[src/rtl/axi_pkg.sv]
// Shared types and helpers for the AXI4 result write master.
package axi_pkg;

    localparam logic [1:0] AXI_RESP_OKAY = 2'b00;

    typedef enum logic [1:0] {
        S_IDLE,
        S_AW,
        S_W,
        S_WAIT_B
    } axi_wr_state_e;

    // Beats in the next burst: the remaining count, capped at the maximum burst length.
    function automatic logic [8:0] burst_beats(input logic [31:0] rem, input int unsigned max_len);
        logic [31:0] cap;
        cap = 32'(max_len);
        return (rem < cap) ? rem[8:0] : cap[8:0];
    endfunction

endpackage

[src/rtl/axi_wr_beat_fifo.sv]
// Show-ahead synchronous beat FIFO with occupancy count; head is valid whenever not empty.
module axi_wr_beat_fifo #(
    parameter int WIDTH = 128,
    parameter int DEPTH = 8,
    localparam int PW = $clog2(DEPTH)
) (
    input  logic             clk,
    input  logic             rst_n,
    input  logic             push,
    input  logic [WIDTH-1:0] push_data,
    input  logic             pop,
    output logic [WIDTH-1:0] head,
    output logic             empty,
    output logic [PW:0]      count
);

    logic [WIDTH-1:0] mem [DEPTH];
    logic [PW-1:0]    wr_ptr;
    logic [PW-1:0]    rd_ptr;
    logic             full;
    logic             do_push;
    logic             do_pop;

    assign full    = (count == (PW+1)'(DEPTH));
    assign empty   = (count == '0);
    assign do_push = push && !full;
    assign do_pop  = pop && !empty;
    assign head    = mem[rd_ptr];

    always_ff @(posedge clk) begin
        if (do_push) begin
            mem[wr_ptr] <= push_data;
        end
    end

    always_ff @(posedge clk or negedge rst_n) begin
        if (!rst_n) begin
            wr_ptr <= '0;
            rd_ptr <= '0;
            count  <= '0;
        end else begin
            if (do_push) wr_ptr <= wr_ptr + PW'(1);
            if (do_pop)  rd_ptr <= rd_ptr + PW'(1);
            case ({do_push, do_pop})
                2'b10:   count <= count + (PW+1)'(1);
                2'b01:   count <= count - (PW+1)'(1);
                default: count <= count;
            endcase
        end
    end

    // The read-credit scheme upstream must keep pushes away from a full FIFO.
    assert property (@(posedge clk) disable iff (!rst_n) !(push && full));

endmodule

[src/rtl/axi_data_wr_top.sv]
// AXI4 write master: streams result BRAM beats into INCR bursts at res_ptr, counts B responses.
module axi_data_wr_top
    import axi_pkg::*;
#(
    parameter int AXI_ADDR_WIDTH      = 64,
    parameter int AXI_DATA_WIDTH      = 128,
    parameter int AXI_XFER_SIZE_WIDTH = 32,
    parameter int BURST_LEN           = 16,
    parameter int RAM_DELAY           = 3,
    parameter int FIFO_DEPTH          = 8
) (
    input  logic                          clk,
    input  logic                          rst_n,
    input  logic                          i_axiwr_start,
    output logic                          o_axiwr_done,
    output logic                          o_axiwr_err,
    input  logic [AXI_ADDR_WIDTH-1:0]     res_ptr,
    input  logic [AXI_XFER_SIZE_WIDTH-1:0] res_size_bytes,
    output logic                          o_bram_rden,
    output logic [31:0]                   o_bram_rdaddr,
    input  logic [AXI_DATA_WIDTH-1:0]     i_bram_rddata,
    output logic                          m_axi_awvalid,
    input  logic                          m_axi_awready,
    output logic [AXI_ADDR_WIDTH-1:0]     m_axi_awaddr,
    output logic [7:0]                    m_axi_awlen,
    output logic                          m_axi_wvalid,
    input  logic                          m_axi_wready,
    output logic [AXI_DATA_WIDTH-1:0]     m_axi_wdata,
    output logic [AXI_DATA_WIDTH/8-1:0]   m_axi_wstrb,
    output logic                          m_axi_wlast,
    input  logic                          m_axi_bvalid,
    output logic                          m_axi_bready,
    input  logic [1:0]                    m_axi_bresp
);

    localparam int BPB     = AXI_DATA_WIDTH / 8;
    localparam int BPB_LOG = $clog2(BPB);
    localparam int BL_LOG  = $clog2(BURST_LEN);
    localparam int CW      = $clog2(FIFO_DEPTH) + 1;
    localparam logic [AXI_ADDR_WIDTH-1:0] BURST_BYTES = AXI_ADDR_WIDTH'(BURST_LEN * BPB);

    axi_wr_state_e state;
    axi_wr_state_e state_nxt;

    logic                      done;
    logic                      err;
    logic [AXI_ADDR_WIDTH-1:0] awaddr_q;
    logic [31:0]               total_beats;
    logic [31:0]               beats_read;
    logic [31:0]               rem_beats;
    logic [31:0]               bursts_total;
    logic [31:0]               bcount;
    logic [7:0]                awlen_q;
    logic [7:0]                beat_cnt;
    logic [RAM_DELAY-1:0]      vpipe;
    logic [CW-1:0]             inflight;
    logic [CW-1:0]             fifo_count;
    logic [CW:0]               credit;
    logic                      fifo_empty;
    logic                      push;
    logic                      pop;
    logic                      rden;
    logic                      start_ok;
    logic                      aw_fire;
    logic                      w_fire;
    logic                      b_fire;
    logic [32:0]               size_round;
    logic [32:0]               beats_round;
    logic [31:0]               total_calc;
    logic [31:0]               bursts_calc;
    logic [8:0]                next_len;

    assign size_round  = 33'(res_size_bytes) + 33'(BPB - 1);
    assign total_calc  = 32'(size_round >> BPB_LOG);
    assign beats_round = {1'b0, total_calc} + 33'(BURST_LEN - 1);
    assign bursts_calc = 32'(beats_round >> BL_LOG);
    assign next_len    = burst_beats(rem_beats, BURST_LEN);

    assign start_ok = i_axiwr_start && done;
    assign aw_fire  = m_axi_awvalid && m_axi_awready;
    assign w_fire   = m_axi_wvalid && m_axi_wready;
    assign b_fire   = m_axi_bvalid && m_axi_bready;

    // Read side runs ahead of the FSM, throttled so every outstanding read has a FIFO slot.
    assign credit = {1'b0, fifo_count} + {1'b0, inflight};
    assign rden   = !done && (beats_read < total_beats) && (credit < (CW+1)'(FIFO_DEPTH));
    assign push   = vpipe[RAM_DELAY-1];
    assign pop    = w_fire;

    assign o_axiwr_done  = done;
    assign o_axiwr_err   = err;
    assign o_bram_rden   = rden;
    assign o_bram_rdaddr = beats_read;
    assign m_axi_awvalid = (state == S_AW);
    assign m_axi_awaddr  = awaddr_q;
    assign m_axi_awlen   = 8'(next_len - 9'd1);
    assign m_axi_wvalid  = (state == S_W) && !fifo_empty;
    assign m_axi_wstrb   = '1;
    assign m_axi_wlast   = (beat_cnt == awlen_q);
    assign m_axi_bready  = !done;

    axi_wr_beat_fifo #(
        .WIDTH (AXI_DATA_WIDTH),
        .DEPTH (FIFO_DEPTH)
    ) u_fifo (
        .clk       (clk),
        .rst_n     (rst_n),
        .push      (push),
        .push_data (i_bram_rddata),
        .pop       (pop),
        .head      (m_axi_wdata),
        .empty     (fifo_empty),
        .count     (fifo_count)
    );

    always_ff @(posedge clk or negedge rst_n) begin
        if (!rst_n) begin
            state <= S_IDLE;
        end else begin
            state <= state_nxt;
        end
    end

    always_comb begin
        state_nxt = state;
        case (state)
            S_IDLE:   if (start_ok) state_nxt = (total_calc == '0) ? S_WAIT_B : S_AW;
            S_AW:     if (m_axi_awready) state_nxt = S_W;
            S_W:      if (w_fire && m_axi_wlast) state_nxt = (rem_beats != '0) ? S_AW : S_WAIT_B;
            S_WAIT_B: if (bcount == bursts_total) state_nxt = S_IDLE;
            default:  state_nxt = S_IDLE;
        endcase
    end

    always_ff @(posedge clk or negedge rst_n) begin
        if (!rst_n) begin
            done         <= 1'b1;
            err          <= 1'b0;
            awaddr_q     <= '0;
            total_beats  <= '0;
            beats_read   <= '0;
            rem_beats    <= '0;
            bursts_total <= '0;
            bcount       <= '0;
            awlen_q      <= '0;
            beat_cnt     <= '0;
        end else begin
            if (start_ok) begin
                done         <= 1'b0;
                err          <= 1'b0;
                awaddr_q     <= res_ptr;
                total_beats  <= total_calc;
                rem_beats    <= total_calc;
                bursts_total <= bursts_calc;
                beats_read   <= '0;
                bcount       <= '0;
            end else begin
                if (state == S_WAIT_B && state_nxt == S_IDLE) done <= 1'b1;
                if (b_fire) begin
                    bcount <= bcount + 32'd1;
                    if (m_axi_bresp != AXI_RESP_OKAY) err <= 1'b1;
                end
                if (rden) beats_read <= beats_read + 32'd1;
            end
            if (aw_fire) begin
                rem_beats <= rem_beats - 32'(next_len);
                awlen_q   <= m_axi_awlen;
                awaddr_q  <= awaddr_q + BURST_BYTES;
                beat_cnt  <= '0;
            end else if (w_fire) begin
                beat_cnt  <= beat_cnt + 8'd1;
            end
        end
    end

    always_ff @(posedge clk or negedge rst_n) begin
        if (!rst_n) begin
            vpipe    <= '0;
            inflight <= '0;
        end else begin
            vpipe <= (vpipe << 1) | RAM_DELAY'(rden);
            if (rden && !push) begin
                inflight <= inflight + CW'(1);
            end else if (!rden && push) begin
                inflight <= inflight - CW'(1);
            end
        end
    end

endmodule
[config.mk]
export PLATFORM = sky130hd
export DESIGN_NAME = axi_data_wr_top
export DESIGN_NICKNAME = d
export VERILOG_FILES = /design/src/rtl/axi_pkg.sv /design/src/rtl/axi_wr_beat_fifo.sv /design/src/rtl/axi_data_wr_top.sv
export SDC_FILE = /design/constraint.sdc
export NUM_CORES = 2
export LEC_CHECK = 0
export CAP_MARGIN = 20
export CORE_MARGIN = 2
export CORE_UTILIZATION = 42
export CTS_CLUSTER_SIZE = 16
export DETAILED_ROUTE_END_ITERATION = 12
export MAX_ROUTING_LAYER = met4
export PLACE_DENSITY_LB_ADDON = 0.2
export SYNTH_ARGS = -nofsm -noshare
export SYNTH_HDL_FRONTEND = slang
export SYNTH_SLANG_ARGS = --single-unit
[constraint.sdc]
create_clock -name clk -period 19.8 [get_ports clk]
set_input_delay 3.96 -clock clk [delete_from_list [all_inputs] [get_ports clk]]
set_output_delay 3.96 -clock clk [all_outputs]
set_load 0.01 [all_outputs]
-- Word level (Yosys, flattened, before mapping)
Memories as Yosys holds them, arrays and structs flattened.
Index checks and enable logic that the tools add are counted.
- bitwise logic cells: 1
- equality and inequality tests: 8
- reduce and logical (&&, ||, !) cells: 33
- magnitude comparators: 3
- add/sub/neg operators: 15
- multiplexer cells: 28
- operators with widths (operator ; number):
    $mux 32 ; 6
    $mux 64 ; 2
    $add 32x1->32 const B ; 2
    $add 64x9->64 const B ; 1
    $add 32x4->33 const B ; 1
    $eq 32x29->1 ; 1
    $logic_not 32->1 ; 1
    $lt 32x29->1 ; 1
    $lt 32x5->1 const B ; 1
    $reduce_bool 32->1 ; 1
    $sub 32x9->32 ; 1
    $add 29x4->30 const B ; 1
    $reduce_bool 2->1 ; 9
    $mux 8 ; 2
    $logic_and 1x1->1 ; 13
    $mux 2 ; 6
    $mux 9 ; 1
    $add 4x1->4 const B ; 2
    $add 8x1->8 const B ; 1
    $eq 8x8->1 ; 1
    $mux 4 ; 2
    $pmux 2 s4 ; 1
    $pmux 4 s2 ; 1
    $sub 4x1->4 const B ; 2
    other kinds (13) ; 28
- output and inout port bits: 255
- bits in writable memories: 1024
- logic and storage cells: 105
- input port bits: 232
- memories: 1
- bits in registers: 255
- memory list (memory ; depth ; width ; read ports ; clocked after Yosys merged registers in ; write ports ; RTL line ; source):
    u_fifo.mem ; 8 ; 128 ; 1 ; 0 ; 1 ; axi_wr_beat_fifo.sv:17 ; logic [WIDTH-1:0] mem [DEPTH];

-- Longest topological paths before layout
- word-level depth: 11
- gate-level depth with buffers: 18
- gate-level depth less buffers: 16

-- Hierarchy
From an unflattened synthesis, not the netlist that was laid out.
- cell total of the unflattened synthesis: 3152
- area total of the unflattened synthesis: 53216.0 µm²
- modules (own cells, without submodules) (module ; area each (µm²) ; times used ; cells an instance ; sequential area each (µm²)):
    axi_wr_beat_fifo ; 39081.2 ; 1 ; 1546 ; 30999.7
    axi_data_wr_top ; 14134.8 ; 1 ; 1606 ; 6057.1

-- Least setup slack after synthesis
No wires, ideal clock.
- kind: register -> register
- from: register u_fifo.count[0]
- to: memory u_fifo.mem[0][0], enable pin
- data required time: 18.872 ns
- path buffers: 0
- arrival: 12.992 ns
- path slack: 5.880 ns
- cell stages (with the launch flop): 5
- path through: dfrtp_1 -> nor3_1 -> a21oi_1 -> inv_1 -> nor4_1
- longest elaborated chain between the ends: 5
- RTL lines (item ; RTL line ; source):
    start, declared ; axi_wr_beat_fifo.sv:14 ; output logic [PW:0] count
    start signal, assigned ; axi_wr_beat_fifo.sv:45 ; 2'b10: count <= count + (PW+1)'(1);
    start signal, assigned ; axi_wr_beat_fifo.sv:46 ; 2'b01: count <= count - (PW+1)'(1);
    start signal, assigned ; axi_wr_beat_fifo.sv:47 ; default: count <= count;
    $eq 4x4->1 ; axi_wr_beat_fifo.sv:24 ; assign full = (count == (PW+1)'(DEPTH));
    $logic_not 1->1 ; axi_wr_beat_fifo.sv:26 ; assign do_push = push && !full;
    $logic_and 1x1->1 ; axi_wr_beat_fifo.sv:26 ;
    $mux 1 ; axi_wr_beat_fifo.sv:31 ; if (do_push) begin
    $mux 1 (implied by the code) ; axi_wr_beat_fifo.sv:32 ; mem[wr_ptr] <= push_data;
    end, declared ; axi_wr_beat_fifo.sv:17 ;
Every way passes these cells.

-- Worst setup path in the final report
- from: register u_fifo.rd_ptr[1]
- to: output port m_axi_wdata[53]
- longest elaborated chain between the ends: 1
- RTL lines (item ; RTL line ; source):
    start, declared ; axi_wr_beat_fifo.sv:19 ; logic [PW-1:0] rd_ptr;
    start signal, assigned ; axi_wr_beat_fifo.sv:43 ; if (do_pop) rd_ptr <= rd_ptr + PW'(1);
    $mem_v2 8x128 ; n/a ;
    end, declared ; axi_data_wr_top.sv:28 ; output logic [AXI_DATA_WIDTH-1:0] m_axi_wdata,
Every way passes these cells.

==> metrics.md <==
| Metric | Value |
|---|---|
| Outcome | finished clean |
| Period utilization | approximately 45% |
| Most frequent cells in the layout | edfxtp_1, clkdlybuf4s50_1, mux4_2, dfrtp_1, nand2_1 |
| Die area | 128,900 um2 |
| Vias per std cell | 5.503 |
| Core region area | 125,400 um2 |
| Combinational share of power | 32.6% |
| Initial antenna violation count | 28 |
| Total CTS buffers | between 100 and 150 |
| Max Cap Viol | 0 |
| Hold buffer count at CTS | 0 |
| Commonest non-fill, non-tap cell in the layout | edfxtp_1 |
| Post-Synth Adder-Cell Area | 1.139% |
| PwrDens | 143.6 nW/um2 |
| I/O pin cnt | 487 |
| IO buf count | 470 |
| Cells on worst reg2reg path | 16 |
| Initial core utilization | 42.22% |
| Simple-Gate Fraction of Synth Area | 6.678% |
| Vias | 29,809 |
| TritonCTS clock tree | done |
| H-tree depth | 4 |
| Final TNS setup | 0 ns |
| #FFs+latches synth | 1,276 |
| Iteration-0 DRC Markers | 2,379 |
| Largest family of logic cells by synthesized area | multiplexers |
| Sequential-to-total area share from yosys stat | between 60% and 70% |
| Share of total power in the clock network | 27.5% |
| Crit-path max FO | 68 |
| Fraction of registers with async set/reset | 19.75% |
| Final Hold Viols | 0 |
| Worst vdd ir | approximately 0.11 mV |
| Synth Instances | 3,139 |
| Final Setup Violations | 0 |
| Synth cell types | 82 |
| Mux share of post-synthesis cell area | 13.90% |
| Die Span Y | between 300 and 400 um |
| Fmax | 0.1131 GHz |
| First-pass GRT wire length | 193,300 um |
| Die width | 359.1 um |
| Final total power | 9.210 mW |
| Worst skew pair latency | 0.76 ns |
| Total wire length | 127,200 um |
| CTS clk-pin slew, worst paths | approximately 0.06 ns |
| FF-to-FF setup slack | 15.32 ns |
| Row cnt | 130 |
| Layout cell share with drive strength beyond 1 | 17.98% |
| Internal power | 6.338 mW |
| Post CTS Setup Buffer Count | 0 |
| Detailed placement HPWL | 74,530 um |
| Crit Path Category | reg -> out |
| Register share of total power | 39.8% |
| Critical path arrival | around 4.9 ns |
| Unrepaired setup endpoints after global routing | no |
| CP required | 15.84 ns |
| Slew HR | 23.97% |
| EDFF count, synth | 1,024 |
| GPL Wtd Cong | 0.8594 |
| Number of global-route vias before repair | 30,300 |
| Syn Std Cell Area | between 50,000 and 60,000 um2 |
| Sw power | 2.872 mW |
| Final ANT Viol Nets | 0 |
| Clock skew | roughly 0.036 ns |
| Post-layout minimum cycle time | 8.839 ns |
| NumNets Final | 3,916 |
| Worst slew pin tran | 1.140 ns |
| YS warnings | 0 |
| Resized cells post-CTS | 0 |
| CTS Buffer Depth | 3 |
| Clk sinks | about 1,300 |
| Worst min-delay path class | reg -> reg |
| Pin count of the biggest net entering global routing | 129 |
| Compound-Gate Fraction of Synth Area | 4.547% |
| CP startpoint | u_fifo.rd_ptr[1]$_DFFE_PN0P_ |
| # fillers | a little over 10,000 |
| Area grow syn2layout | 21.10% |
| DRC | 0 |
| DR pass1 iterations | 8 |
| Worst setup path endpoint | m_axi_wdata[53] |
| Overflow after GRT | 0 |
| Worst setup SP type | flop |
| Worst R2R Start | o_bram_rdaddr[21]$_DFFE_PN0P_ |
| Worst setup EP type | output pin |
| Sw Share | 31.18% |
| Most used DFF post-synth | edfxtp_1 |
| Routed WL per cell | around 23 um |
| All-Layer GR Usage | around a fifth |
| XOR/XNOR Fraction of Synth Area | around 2.0% |
| Pleak | approximately 22 nW |
| Syn Area/Cell | 16.87 um2 |
| Slew Limit Fails | 0 |
| Clk root buf | clkbuf_16 |
| Reg2reg end | inflight[3]$_DFFE_PN0P_ |
==> cells in the mapped netlist, drive strengths merged, types with 17 or more instances <==
| master | instances | area [um2] |
|---|---|---|
| xnor2 | 64 | 560.5 |
| buf | 57 | 296.5 |
| nor3 | 49 | 250.2 |
| mux2 | 130 | 1464 |
| and3 | 41 | 256.5 |
| nand4 | 42 | 262.8 |
| a21oi | 72 | 360.4 |
| nand2 | 215 | 807.0 |
| or3 | 30 | 187.7 |
| ha | 45 | 563.0 |
| inv | 61 | 229.0 |
| nor2 | 138 | 518.0 |
| nor4 | 30 | 236.5 |
| mux4 | 256 | 5766 |
| edfxtp | 1024 | 30750 |
| xor2 | 56 | 490.5 |
| nand3 | 73 | 365.4 |
| clkbuf | 108 | 405.4 |
| dfrtp | 251 | 6281 |
| a211oi | 36 | 270.3 |
| o31ai | 17 | 127.6 |
| and2 | 17 | 108.9 |
| o21ai | 116 | 580.6 |
| o211ai | 18 | 135.1 |
| or4 | 24 | 198.9 |
==> worst min-delay path by stage <==
stage / start / endpoint / slack, ns / cells after the start
final: vpipe[1]$_DFF_PN0_ / vpipe[2]$_DFF_PN0_ / 0.34 / 0
after global routing: vpipe[0]$_DFF_PN0_ / vpipe[1]$_DFF_PN0_ / 0.35 / 0
after CTS: vpipe[0]$_DFF_PN0_ / vpipe[1]$_DFF_PN0_ / 0.35 / 0
after detailed placement: vpipe[0]$_DFF_PN0_ / vpipe[1]$_DFF_PN0_ / 0.34 / 0
after global placement: vpipe[0]$_DFF_PN0_ / vpipe[1]$_DFF_PN0_ / 0.34 / 0
after floorplan: vpipe[0]$_DFF_PN0_ / vpipe[1]$_DFF_PN0_ / 0.33 / 0
==> layer usage <==
layer / up-vias / GRT usage [%] / part of all wire [%]
met5: - / - / 0
met3: 174 / 5.727 / 7.5
met4: 0 / 5.758 / 2.2
li1: 13442 / - / -
met1: 15376 / 26.20 / 42
met2: 817 / 31.73 / 48
==> registers in the layout (all words and copies together) (netlist names) <==
register	count
u_fifo.count	4
total_beats	29
bursts_total	26
rem_beats	32
u_fifo.rd_ptr	3
inflight	4
m_axi_awaddr	64
o_axiwr_err	1
o_axiwr_done	1
o_bram_rdaddr	32
bcount	32
u_fifo.wr_ptr	3
vpipe	3
beat_cnt	8
u_fifo.mem	1024
awlen_q	8
state	2
==> per-stage QoR <==
stage / utilization [%] / setup WS [ns] / cell area [um2] / cells / hold WS [ns]
4_1_cts: 51.08 / 10.79 / 64060 / 5394 / 0.3490
3_3_place_gp: 47.47 / 11.65 / 59540 / 5146 / 0.3403
5_1_grt: 51.12 / 10.66 / 64110 / 5414 / 0.3549
2_1_floorplan: - / 5.880 / 53010 / 3155 / 0.3312
6_report: 51.13 / 10.96 / 64120 / 5417 / 0.3427
3_5_place_dp: 47.47 / 11.63 / 59540 / 5146 / 0.3358
==> worst max-delay path, stage by stage (launching register included) <==
cell and delay (ns):
dfrtp_4 1.01, buf_4 0.81, buf_4 0.87, mux4_2 0.41, mux2_2 0.27, clkdlybuf4s50_1 0.53
==> final cells by class <==
type / instances / area, um2 / area share, %
clock buffers: 172 / 3724 / 5.807
repair buffers: 506 / 5055 / 7.883
well taps: 1650 / 2064 / 3.220
multi-input cells: 1653 / 15120 / 23.58
diodes: 23 / 57.56 / 0.08976
inverters: 61 / 229.0 / 0.3571
clock inverters: 76 / 802.0 / 1.251
flip-flops and latches: 1276 / 37070 / 57.81
==> logic make-up after synthesis <==
family	after synthesis
other	1
buffers and inverters	226
AO/OA/AOI/OAI	368
AND/OR/NAND/NOR	702
flip-flops	1276
adder cells (fa/ha/maj)	47
multiplexers	399
XOR/XNOR	120
==> power by group through the flow <==
stage	Clock, mW	Sequential, mW	Combinational [mW]
after floorplan	0	3.66	1.86
after global placement	0	3.71	3.04
after detailed placement	0	3.72	3.05
after CTS	2.61	3.67	3.07
after global routing	2.71	3.72	3.26
final	2.54	3.67	3.01
Power figures use the tool's default switching activity.
